### config.mk
export PLATFORM = sky130hd
export DESIGN_NAME = rmem_sched
export DESIGN_NICKNAME = d
export VERILOG_FILES = /design/src/rtl/rmem_sched_pkg.sv /design/src/rtl/rmem_sched_rr_arb2.sv /design/src/rtl/rmem_sched.sv
export SDC_FILE = /design/constraint.sdc
export NUM_CORES = 1
export LEC_CHECK = 0
export CAP_MARGIN = 20
export CORE_MARGIN = 4
export CORE_UTILIZATION = 41
export CTS_CLUSTER_DIAMETER = 80
export DETAILED_ROUTE_END_ITERATION = 10
export PLACE_DENSITY = 0.8
export SLEW_MARGIN = 20
export SYNTH_ARGS = -nofsm -noshare
export SYNTH_HDL_FRONTEND = slang
export SYNTH_HIERARCHICAL = 1
export SYNTH_SLANG_ARGS = --single-unit
export TNS_END_PERCENT = 20
### constraint.sdc
create_clock -name clk -period 2.8 [get_ports clk]
set_clock_uncertainty 0.2 [all_clocks]
set_input_delay 0.84 -clock clk [delete_from_list [all_inputs] [get_ports clk]]
set_output_delay 0.84 -clock clk [all_outputs]
set_load 0.05 [all_outputs]
### src/rtl/rmem_sched_pkg.sv
// ============================================================================
// rmem_sched_pkg : shared constants, drain FSM encoding and width helper
// Rev 1.0
// ============================================================================
`default_nettype none

package rmem_sched_pkg;

    localparam int c_DATA_WIDTH_DEF = 8;
    localparam int c_ADDR_WIDTH_DEF = 6;
    localparam int c_MEM_DEPTH_DEF  = 64;

    // Results entry: two operand-width products plus six guard bits.
    function automatic int total_output_width(input int dw);
        return dw * 2 + 6;
    endfunction

    typedef enum logic [1:0] {
        S_IDLE  = 2'd0,
        S_READ  = 2'd1,
        S_FLUSH = 2'd2
    } drain_state_t;

endpackage : rmem_sched_pkg

`default_nettype wire

### src/rtl/rmem_sched_rr_arb2.sv
// ============================================================================
// rr_arb2 : two-way round-robin arbiter, one-hot grant, pointer held inside
// Rev 1.0
// ============================================================================
`default_nettype none

module rr_arb2 (
    input  logic       clk,
    input  logic       rst_n,
    input  logic [1:0] i_valid,
    output logic [1:0] o_grant
);

    logic r_ptr;

    always_comb begin
        o_grant = 2'b00;
        case (i_valid)
            2'b01:   o_grant = 2'b01;
            2'b10:   o_grant = 2'b10;
            2'b11:   o_grant = r_ptr ? 2'b10 : 2'b01;
            default: o_grant = 2'b00;
        endcase
    end

    // Grant equals ready, so every grant is a completed handshake.
    always_ff @(posedge clk) begin
        if (!rst_n) begin
            r_ptr <= 1'b0;
        end else if (o_grant[0]) begin
            r_ptr <= 1'b1;
        end else if (o_grant[1]) begin
            r_ptr <= 1'b0;
        end
    end

endmodule : rr_arb2

`default_nettype wire

### src/rtl/rmem_sched.sv
// ============================================================================
// rmem_sched : results-memory write arbiter and backpressured drain sequencer
// Rev 1.0
// ============================================================================
`default_nettype none

module rmem_sched
    import rmem_sched_pkg::*;
#(
    parameter int DATA_WIDTH         = c_DATA_WIDTH_DEF,
    parameter int ADDR_WIDTH         = c_ADDR_WIDTH_DEF,
    parameter int TOTAL_OUTPUT_WIDTH = total_output_width(DATA_WIDTH),
    parameter int MEM_DEPTH          = c_MEM_DEPTH_DEF
) (
    input  logic                          clk,
    input  logic                          rst_n,
    input  logic                          in_wr0_valid,
    input  logic [ADDR_WIDTH-1:0]         in_wr0_addr,
    input  logic [TOTAL_OUTPUT_WIDTH-1:0] in_wr0_data,
    output logic                          out_wr0_ready,
    input  logic                          in_wr1_valid,
    input  logic [ADDR_WIDTH-1:0]         in_wr1_addr,
    input  logic [TOTAL_OUTPUT_WIDTH-1:0] in_wr1_data,
    output logic                          out_wr1_ready,
    input  logic                          in_drain_start,
    input  logic [ADDR_WIDTH:0]           in_drain_cnt,
    output logic                          out_drain_valid,
    output logic [TOTAL_OUTPUT_WIDTH-1:0] out_drain_data,
    input  logic                          in_drain_ready,
    output logic                          out_drain_busy,
    output logic                          out_drain_done,
    output logic                          out_err,
    output logic                          out_mem_wr_en,
    output logic [ADDR_WIDTH-1:0]         out_mem_wr_addr,
    output logic [TOTAL_OUTPUT_WIDTH-1:0] out_mem_wr_data,
    output logic                          out_mem_rd_en,
    output logic [ADDR_WIDTH-1:0]         out_mem_rd_addr,
    input  logic [TOTAL_OUTPUT_WIDTH-1:0] in_mem_rd_data
);

    localparam logic [ADDR_WIDTH:0] c_DEPTH = (ADDR_WIDTH+1)'(MEM_DEPTH);
    localparam logic [ADDR_WIDTH:0] c_ONE   = (ADDR_WIDTH+1)'(1);

    // ---------------- write arbitration ----------------
    logic [1:0]                    w_grant;
    logic                          w_hs;
    logic [ADDR_WIDTH-1:0]         w_sel_addr;
    logic [TOTAL_OUTPUT_WIDTH-1:0] w_sel_data;
    logic                          w_addr_ok;

    logic                          r_wr_en;
    logic [ADDR_WIDTH-1:0]         r_wr_addr;
    logic [TOTAL_OUTPUT_WIDTH-1:0] r_wr_data;
    logic                          r_err;

    rr_arb2 u_arb (
        .clk     (clk),
        .rst_n   (rst_n),
        .i_valid ({in_wr1_valid, in_wr0_valid}),
        .o_grant (w_grant)
    );

    assign out_wr0_ready = w_grant[0];
    assign out_wr1_ready = w_grant[1];
    assign w_hs          = |w_grant;
    assign w_sel_addr    = w_grant[1] ? in_wr1_addr : in_wr0_addr;
    assign w_sel_data    = w_grant[1] ? in_wr1_data : in_wr0_data;
    assign w_addr_ok     = ({1'b0, w_sel_addr} < c_DEPTH);

    // Out-of-range writes still handshake but never reach the memory.
    always_ff @(posedge clk) begin
        if (!rst_n) begin
            r_wr_en   <= 1'b0;
            r_wr_addr <= '0;
            r_wr_data <= '0;
            r_err     <= 1'b0;
        end else begin
            r_wr_en <= w_hs && w_addr_ok;
            if (w_hs && w_addr_ok) begin
                r_wr_addr <= w_sel_addr;
                r_wr_data <= w_sel_data;
            end
            if (w_hs && !w_addr_ok) begin
                r_err <= 1'b1;
            end
        end
    end

    assign out_mem_wr_en   = r_wr_en;
    assign out_mem_wr_addr = r_wr_addr;
    assign out_mem_wr_data = r_wr_data;
    assign out_err         = r_err;

    // ---------------- drain FSM ----------------
    drain_state_t                  r_state, w_state_n;
    logic [ADDR_WIDTH:0]           r_cnt, w_cnt_n;
    logic [ADDR_WIDTH:0]           r_ptr, w_ptr_n;
    logic                          r_valid, w_valid_n;
    logic [TOTAL_OUTPUT_WIDTH-1:0] r_data, w_data_n;
    logic                          r_busy, w_busy_n;
    logic                          r_done, w_done_n;
    logic                          w_rd_en;
    logic [ADDR_WIDTH:0]           w_cnt_clamped;

    assign w_cnt_clamped = (in_drain_cnt > c_DEPTH) ? c_DEPTH : in_drain_cnt;

    always_comb begin
        w_state_n = r_state;
        w_cnt_n   = r_cnt;
        w_ptr_n   = r_ptr;
        w_valid_n = r_valid;
        w_data_n  = r_data;
        w_busy_n  = r_busy;
        w_done_n  = 1'b0;
        w_rd_en   = 1'b0;
        case (r_state)
            S_IDLE: begin
                if (in_drain_start) begin
                    if (in_drain_cnt == '0) begin
                        w_done_n = 1'b1;
                    end else begin
                        w_cnt_n   = w_cnt_clamped;
                        w_ptr_n   = '0;
                        w_busy_n  = 1'b1;
                        w_state_n = S_READ;
                    end
                end
            end
            S_READ: begin
                // Output register empty or draining this cycle: refill it.
                if (!r_valid || in_drain_ready) begin
                    w_rd_en   = 1'b1;
                    w_data_n  = in_mem_rd_data;
                    w_valid_n = 1'b1;
                    w_ptr_n   = r_ptr + c_ONE;
                    if (r_ptr == r_cnt - c_ONE) begin
                        w_state_n = S_FLUSH;
                    end
                end
            end
            S_FLUSH: begin
                if (in_drain_ready) begin
                    w_valid_n = 1'b0;
                    w_busy_n  = 1'b0;
                    w_done_n  = 1'b1;
                    w_state_n = S_IDLE;
                end
            end
            default: begin
                w_state_n = S_IDLE;
                w_valid_n = 1'b0;
                w_busy_n  = 1'b0;
            end
        endcase
    end

    always_ff @(posedge clk) begin
        if (!rst_n) begin
            r_state <= S_IDLE;
            r_cnt   <= '0;
            r_ptr   <= '0;
            r_valid <= 1'b0;
            r_data  <= '0;
            r_busy  <= 1'b0;
            r_done  <= 1'b0;
        end else begin
            r_state <= w_state_n;
            r_cnt   <= w_cnt_n;
            r_ptr   <= w_ptr_n;
            r_valid <= w_valid_n;
            r_data  <= w_data_n;
            r_busy  <= w_busy_n;
            r_done  <= w_done_n;
        end
    end

    assign out_drain_valid = r_valid;
    assign out_drain_data  = r_data;
    assign out_drain_busy  = r_busy;
    assign out_drain_done  = r_done;
    assign out_mem_rd_en   = w_rd_en;
    assign out_mem_rd_addr = w_rd_en ? r_ptr[ADDR_WIDTH-1:0] : '0;

endmodule : rmem_sched

`default_nettype wire

Word level (Yosys, flattened, before mapping):

Index checks and enable logic that the tools add are counted.

* output and inout port bits: 64
* word-level logic and storage cells: 71
* register bits: 71
* bits of input ports: 91

* equal/unequal tests: 11
* multiplexer cells: 30
* reduce and logical (&&, ||, !) cells: 13
* $lt $le $gt $ge: 1
* add/subtract/negate cells: 2
* bitwise gates (word level): 3

Operators by type and width (count)
* 2-to-1 mux 7 bit: 4
* 2-to-1 mux 22 bit: 1
* one-hot mux 7 bit (2 select lines): 1
* 2-to-1 mux 2 bit: 6
* 2-to-1 mux 6 bit: 2
* one-hot mux 2 bit (3 select lines): 2
* 2-to-1 mux 1 bit: 11
* inequality test 2 bit (second input constant): 5
* AND reduction 4 bit: 2
* adder 7 x 1 -> 7 bit (second input constant): 1
* equality test 7 bit: 1
* > comparator 7 bit (second input constant): 1
* zero test 7 bit: 1
* subtractor 7 x 1 -> 7 bit (second input constant): 1
* equality test 2 bit (second input constant): 3
* one-hot mux 1 bit (3 select lines): 2
* AND reduction 3 bit: 2
* AND reduction 5 bit: 1
* equality test 2 x 1 -> 1 bit (second input constant): 2
* nonzero test 2 bit: 2
* NOT 1 bit: 3
* zero test 2 bit: 1
* one-hot mux 1 bit (2 select lines): 1
* AND reduction 2 bit: 1
* other kinds (3): 3

Depth between registers and ports, before layout:

* depth after elaboration: 5
* mapped depth: 7
* mapped depth without buffers: 7

Modules after synthesis:

The synthesis kept the hierarchy.

Modules (own cells, without submodules)
* rmem_sched: area each 3245.6 sq um, cells each 377, seq. area each 1401.3 sq um, times used 1
* rr_arb2: area each 53.8 sq um, cells each 6, seq. area each 20.0 sq um, times used 1

Least setup slack after synthesis:

No wires, ideal clock.

* path kind: input to register
* start point: in in_wr0_valid
* end point: reg r_wr_addr[0], in the netlist out_mem_wr_addr[0]
* path buffers: 2
* setup time: 0.115 ns
* setup slack: -0.732 ns
* arrival: 3.217 ns
* required time: 2.485 ns
* stages on the path: 6
* cell sequence: a21boi_0 -> buf_2 -> buf_2 -> mux2i_1 -> o21ai_0 -> and2_1

* longest elaborated chain between the ends: 3
* elaborated cells between the ends (all ways): 6
* classes of those cells: 3 x eq/ne; 2 x mux; 1 x reduce/logical

Ends and longest elaborated chain
* start: declaration: line rmem_sched.sv:17 `input logic in_wr0_valid,`
* equality test 2 bit or equality test 2 x 1 -> 1 bit (tied branches): line rmem_sched_rr_arb2.sv:18 `case (i_valid)`
* one-hot mux 2 bit (3 select lines) *: line rmem_sched_rr_arb2.sv:18
* 2-to-1 mux 6 bit or OR reduction 2 bit (tied branches): line rmem_sched.sv:66, rmem_sched.sv:65
* end signal: assignment: line rmem_sched.sv:80 `r_wr_addr <= w_sel_addr;`
* end: declaration: line rmem_sched.sv:52 `logic [ADDR_WIDTH-1:0] r_wr_addr;`

Mark *: on every way between the ends. The rest lies on a longest branch, timed or not.
A chain may end at the register's enable or synchronous reset.

Worst setup path after layout:

* start point: in in_drain_ready
* end point: out out_mem_rd_addr[2]

* longest elaborated chain between the ends: 4

Ends and longest elaborated chain
* start: declaration: line rmem_sched.sv:29 `input logic in_drain_ready,`
* logical OR 1 bit: line rmem_sched.sv:131 `if (!r_valid || in_drain_ready) begin`
* 2-to-1 mux 1 bit: line rmem_sched.sv:131
* 2-to-1 mux 1 bit: line rmem_sched.sv:116 `case (r_state)`
* 2-to-1 mux 6 bit: line rmem_sched.sv:182 `assign out_mem_rd_addr = w_rd_en ? r_ptr[ADDR_WIDTH-1:0] : '0;`
* end: declaration: line rmem_sched.sv:37 `output logic [ADDR_WIDTH-1:0] out_mem_rd_addr,`

Every way passes these cells.

==> results.cfg <==
[logic_synthesis]
synthFlopType = dfxtp_1
synth-edff-count = 0
yosysTopAreaCell = dfxtp_1
synth_area_leaders = dfxtp_1 43%, nand2_1 10%, mux2i_1 8.5%, and2_1 6.4%, a21boi_0 5.5%
synthArstFlopShare_pct = 0
syn_avg_cell_area_um2 = 8.61
syn_inst = 383
synth_most_common_cell = nand2_1
synth_cell_type_count = 43
syn-cell-area_um2 = 3300
netlist_top_cells_count = 88 x nand2_1, 71 x dfxtp_1, 34 x and2_1
yosysWarnings = 6
ys_ff_latch = 71
synthesis.nets = 476
synthDominantCellAreaShare_pct = 43.1
ys_seq_area_share_pct = 43.1

[placement]
place_area_um2 = 4950
gp_congestion = 0.846
hpwl_um = 7000
place_ws_ns = -0.211
dp_cells = 626
port-buffer-count = 153

[worst_setup_path]
critPathSlowestCell = dlygate4sd2_1
critPathKind = in2out
cp.arrival_ns = 1.72
critPathMaxFanout = 7
crit_chain = dlygate4sd2_1 -> o21ai_2 -> inv_2 -> and2_1 -> buf_6
r2r_slack_ns = 0.77
worst_setup_path_start_kind = input pin
slowest_delay_ns = 0.26
crit_buf_inv = 3
cp_top_family = buffers and inverters
endpoint_kind = output pin
worstPathRequired_ns = 1.76

[routing]
via_count = 3141
met3RoutedLength_um = 702
viasPerCell = 4.88
avgRoutedWirePerCell_um = 14.6
drt-pass1-iter-count = 4
routed_wl_um = 9410
drt_first_iter_violations = 137
post-route-drc-count = 0
drtAntennaViolNets = 0
met2WireLength_um = 4290
wl_met1_um = 4280
highest_layer = met4

[pwr]
leakage_nw = 2.03
ir_drop_mv = 0.278
p_per_area_nw_per_um2 = 526

[cts]
clock_path_buffers = 2
cts.sinks = 71
cts_hold_buf = 0
htreeDepth = 3
root_buffer = clkbuf_8
numCtsBuffers = 9
clk_latency_ns = 0.33
clkTransAtPathRegs_ns = 0.07
cts_tree = yes

[finish]
stdcell_area_um2 = 5200
antenna_cells = 0
regArea_um2 = 1420
areaGrowthSynthToFinish_pct = 57.7
nNetsFinal = 629
drive_above_1_share_pct = 9.24
final_util_pct = 67.0
multi_input_area_um2 = 1760
instances_no_fill = 643
fillers = 627

[run_status]
run_status = completed

[timing]
setup_ws_ns = 0.0423
period_needed_ns = 2.76
hold_viol = 0
maxSlewViolCount = 0
rsz0062_at_grt = yes
finalSetupViolations = 0
tightest_slew_ns = 0.580
slew-limit-headroom_pct = 61.2
fin_crit_sh_pct = 98.5
fmax_mhz = 363

[global_route]
antenna_found_initial = 0
overflow = 0
track_usage_pct = 19.1
first_global_vias = 3006
grt_pass1_wl_um = 14900
grt_max_degree = 58

[floorplan]
die_x_um = 97.7
io_pins = 155
die_h_um = 97.7
dieArea_um2 = 9550
num_rows = 32
core-area_um2 = 7770
initial_utilization_pct = 42.5

[flow_run]
drv_cap = 0

[hold_path]
hold_class = reg2reg
[registers in the layout, indices dropped and copies added (netlist names)]
register	flops
u_arb/r_ptr	1
r_cnt	7
out_drain_valid	1
r_state	2
out_drain_busy	1
out_mem_wr_data	22
out_drain_done	1
out_mem_wr_addr	6
out_drain_data	22
r_ptr	7
out_mem_wr_en	1
[final timing paths]
kind	start	to	cells after the start
worst max-delay path	in_drain_ready	out_mem_rd_addr[2]	5
worst min-delay path	out_drain_data[3]$_SDFFE_PN0P_	out_drain_data[3]$_SDFFE_PN0P_	2
worst max register to register	r_state[0]$_SDFFE_PN0P_	r_ptr[6]$_SDFFE_PN0P_	7
worst min register to register	out_drain_data[3]$_SDFFE_PN0P_	out_drain_data[3]$_SDFFE_PN0P_	2
[cells in the final DEF, fill, tap and decap left out, drive strengths merged, types with 4 or more instances in the layout]
master,count
a21boi,33
and2,34
buf,23
clkbuf,11
clkdlybuf4s50,141
dfxtp,71
inv,7
mux2i,28
nand2,89
nand2b,4
nand3b,7
nand4,5
nor2,8
o21ai,31
xnor2,9
xor2,5
[final cells by class]
class	instances	area share [%]
timing repair buffer	166	31.6
tap	102	2.45
inverter	7	0.505
sequential	71	27.3
multi-input combinational	281	33.8
clock buffer	11	2.72
clock inverter	5	1.56
[worst register-to-register path, delay by kind of cell (launching register included)]
family                    cells  cell delay, ns
DFF                           1            0.45
AOI/OAI and AO/OA             1            0.10
buffers and inverters         2            0.36
and+or+nand+nor               3            0.64
xor gates and xnor gates      1            0.17
[per-layer routing]
metal / global-route usage [%] / up-vias
met3: 6.32 / 14
met1: 24.7 / 1419
met5: 0 / -
li1: - / 1583
met2: 30.4 / 125
met4: 6.18 / 0
[logic make-up (layout without fill, tap and decap cells)]
family                     after synthesis  in the layout  synth area share, %
muxes                                   28             28                 8.49
other                                    1              1                0.114
xor gates and xnor gates                14             14                 3.72
DFF                                     71             71                 43.1
adders and majority gates                2              2                0.758
AOI/OAI and AO/OA                       75             75                 15.1
buffers and inverters                   31            189                 4.13
and+or+nand+nor                        161            161                 24.6
[stage by stage]
step	power (W)	hold WS, ns	setup TNS (ns)
3_5_place_dp	0.00185	0.257	-1.80
6_report	0.00273	0.263	0
4_1_cts	0.00276	0.267	0
5_1_grt	0.00286	0.278	-0.000463
2_1_floorplan	0.00154	0.244	-0.933
3_3_place_gp	0.00184	0.250	-1.27
[power by group]
group          switching (W)  internal, W
combinational       0.000396     0.000320
sequential         0.0000374      0.00107
clock               0.000383     0.000527
total               0.000816      0.00192
[what timing repair did]
item / in CTS / in global routing
setup buffers: 1 / 0
pin swaps: 1 / 1
endpoints found under the setup margin: 8 / 8
gates resized for setup: 8 / 2
cloned: 0 / 0
No activity file was read; power rests on OpenSTA's default activity.
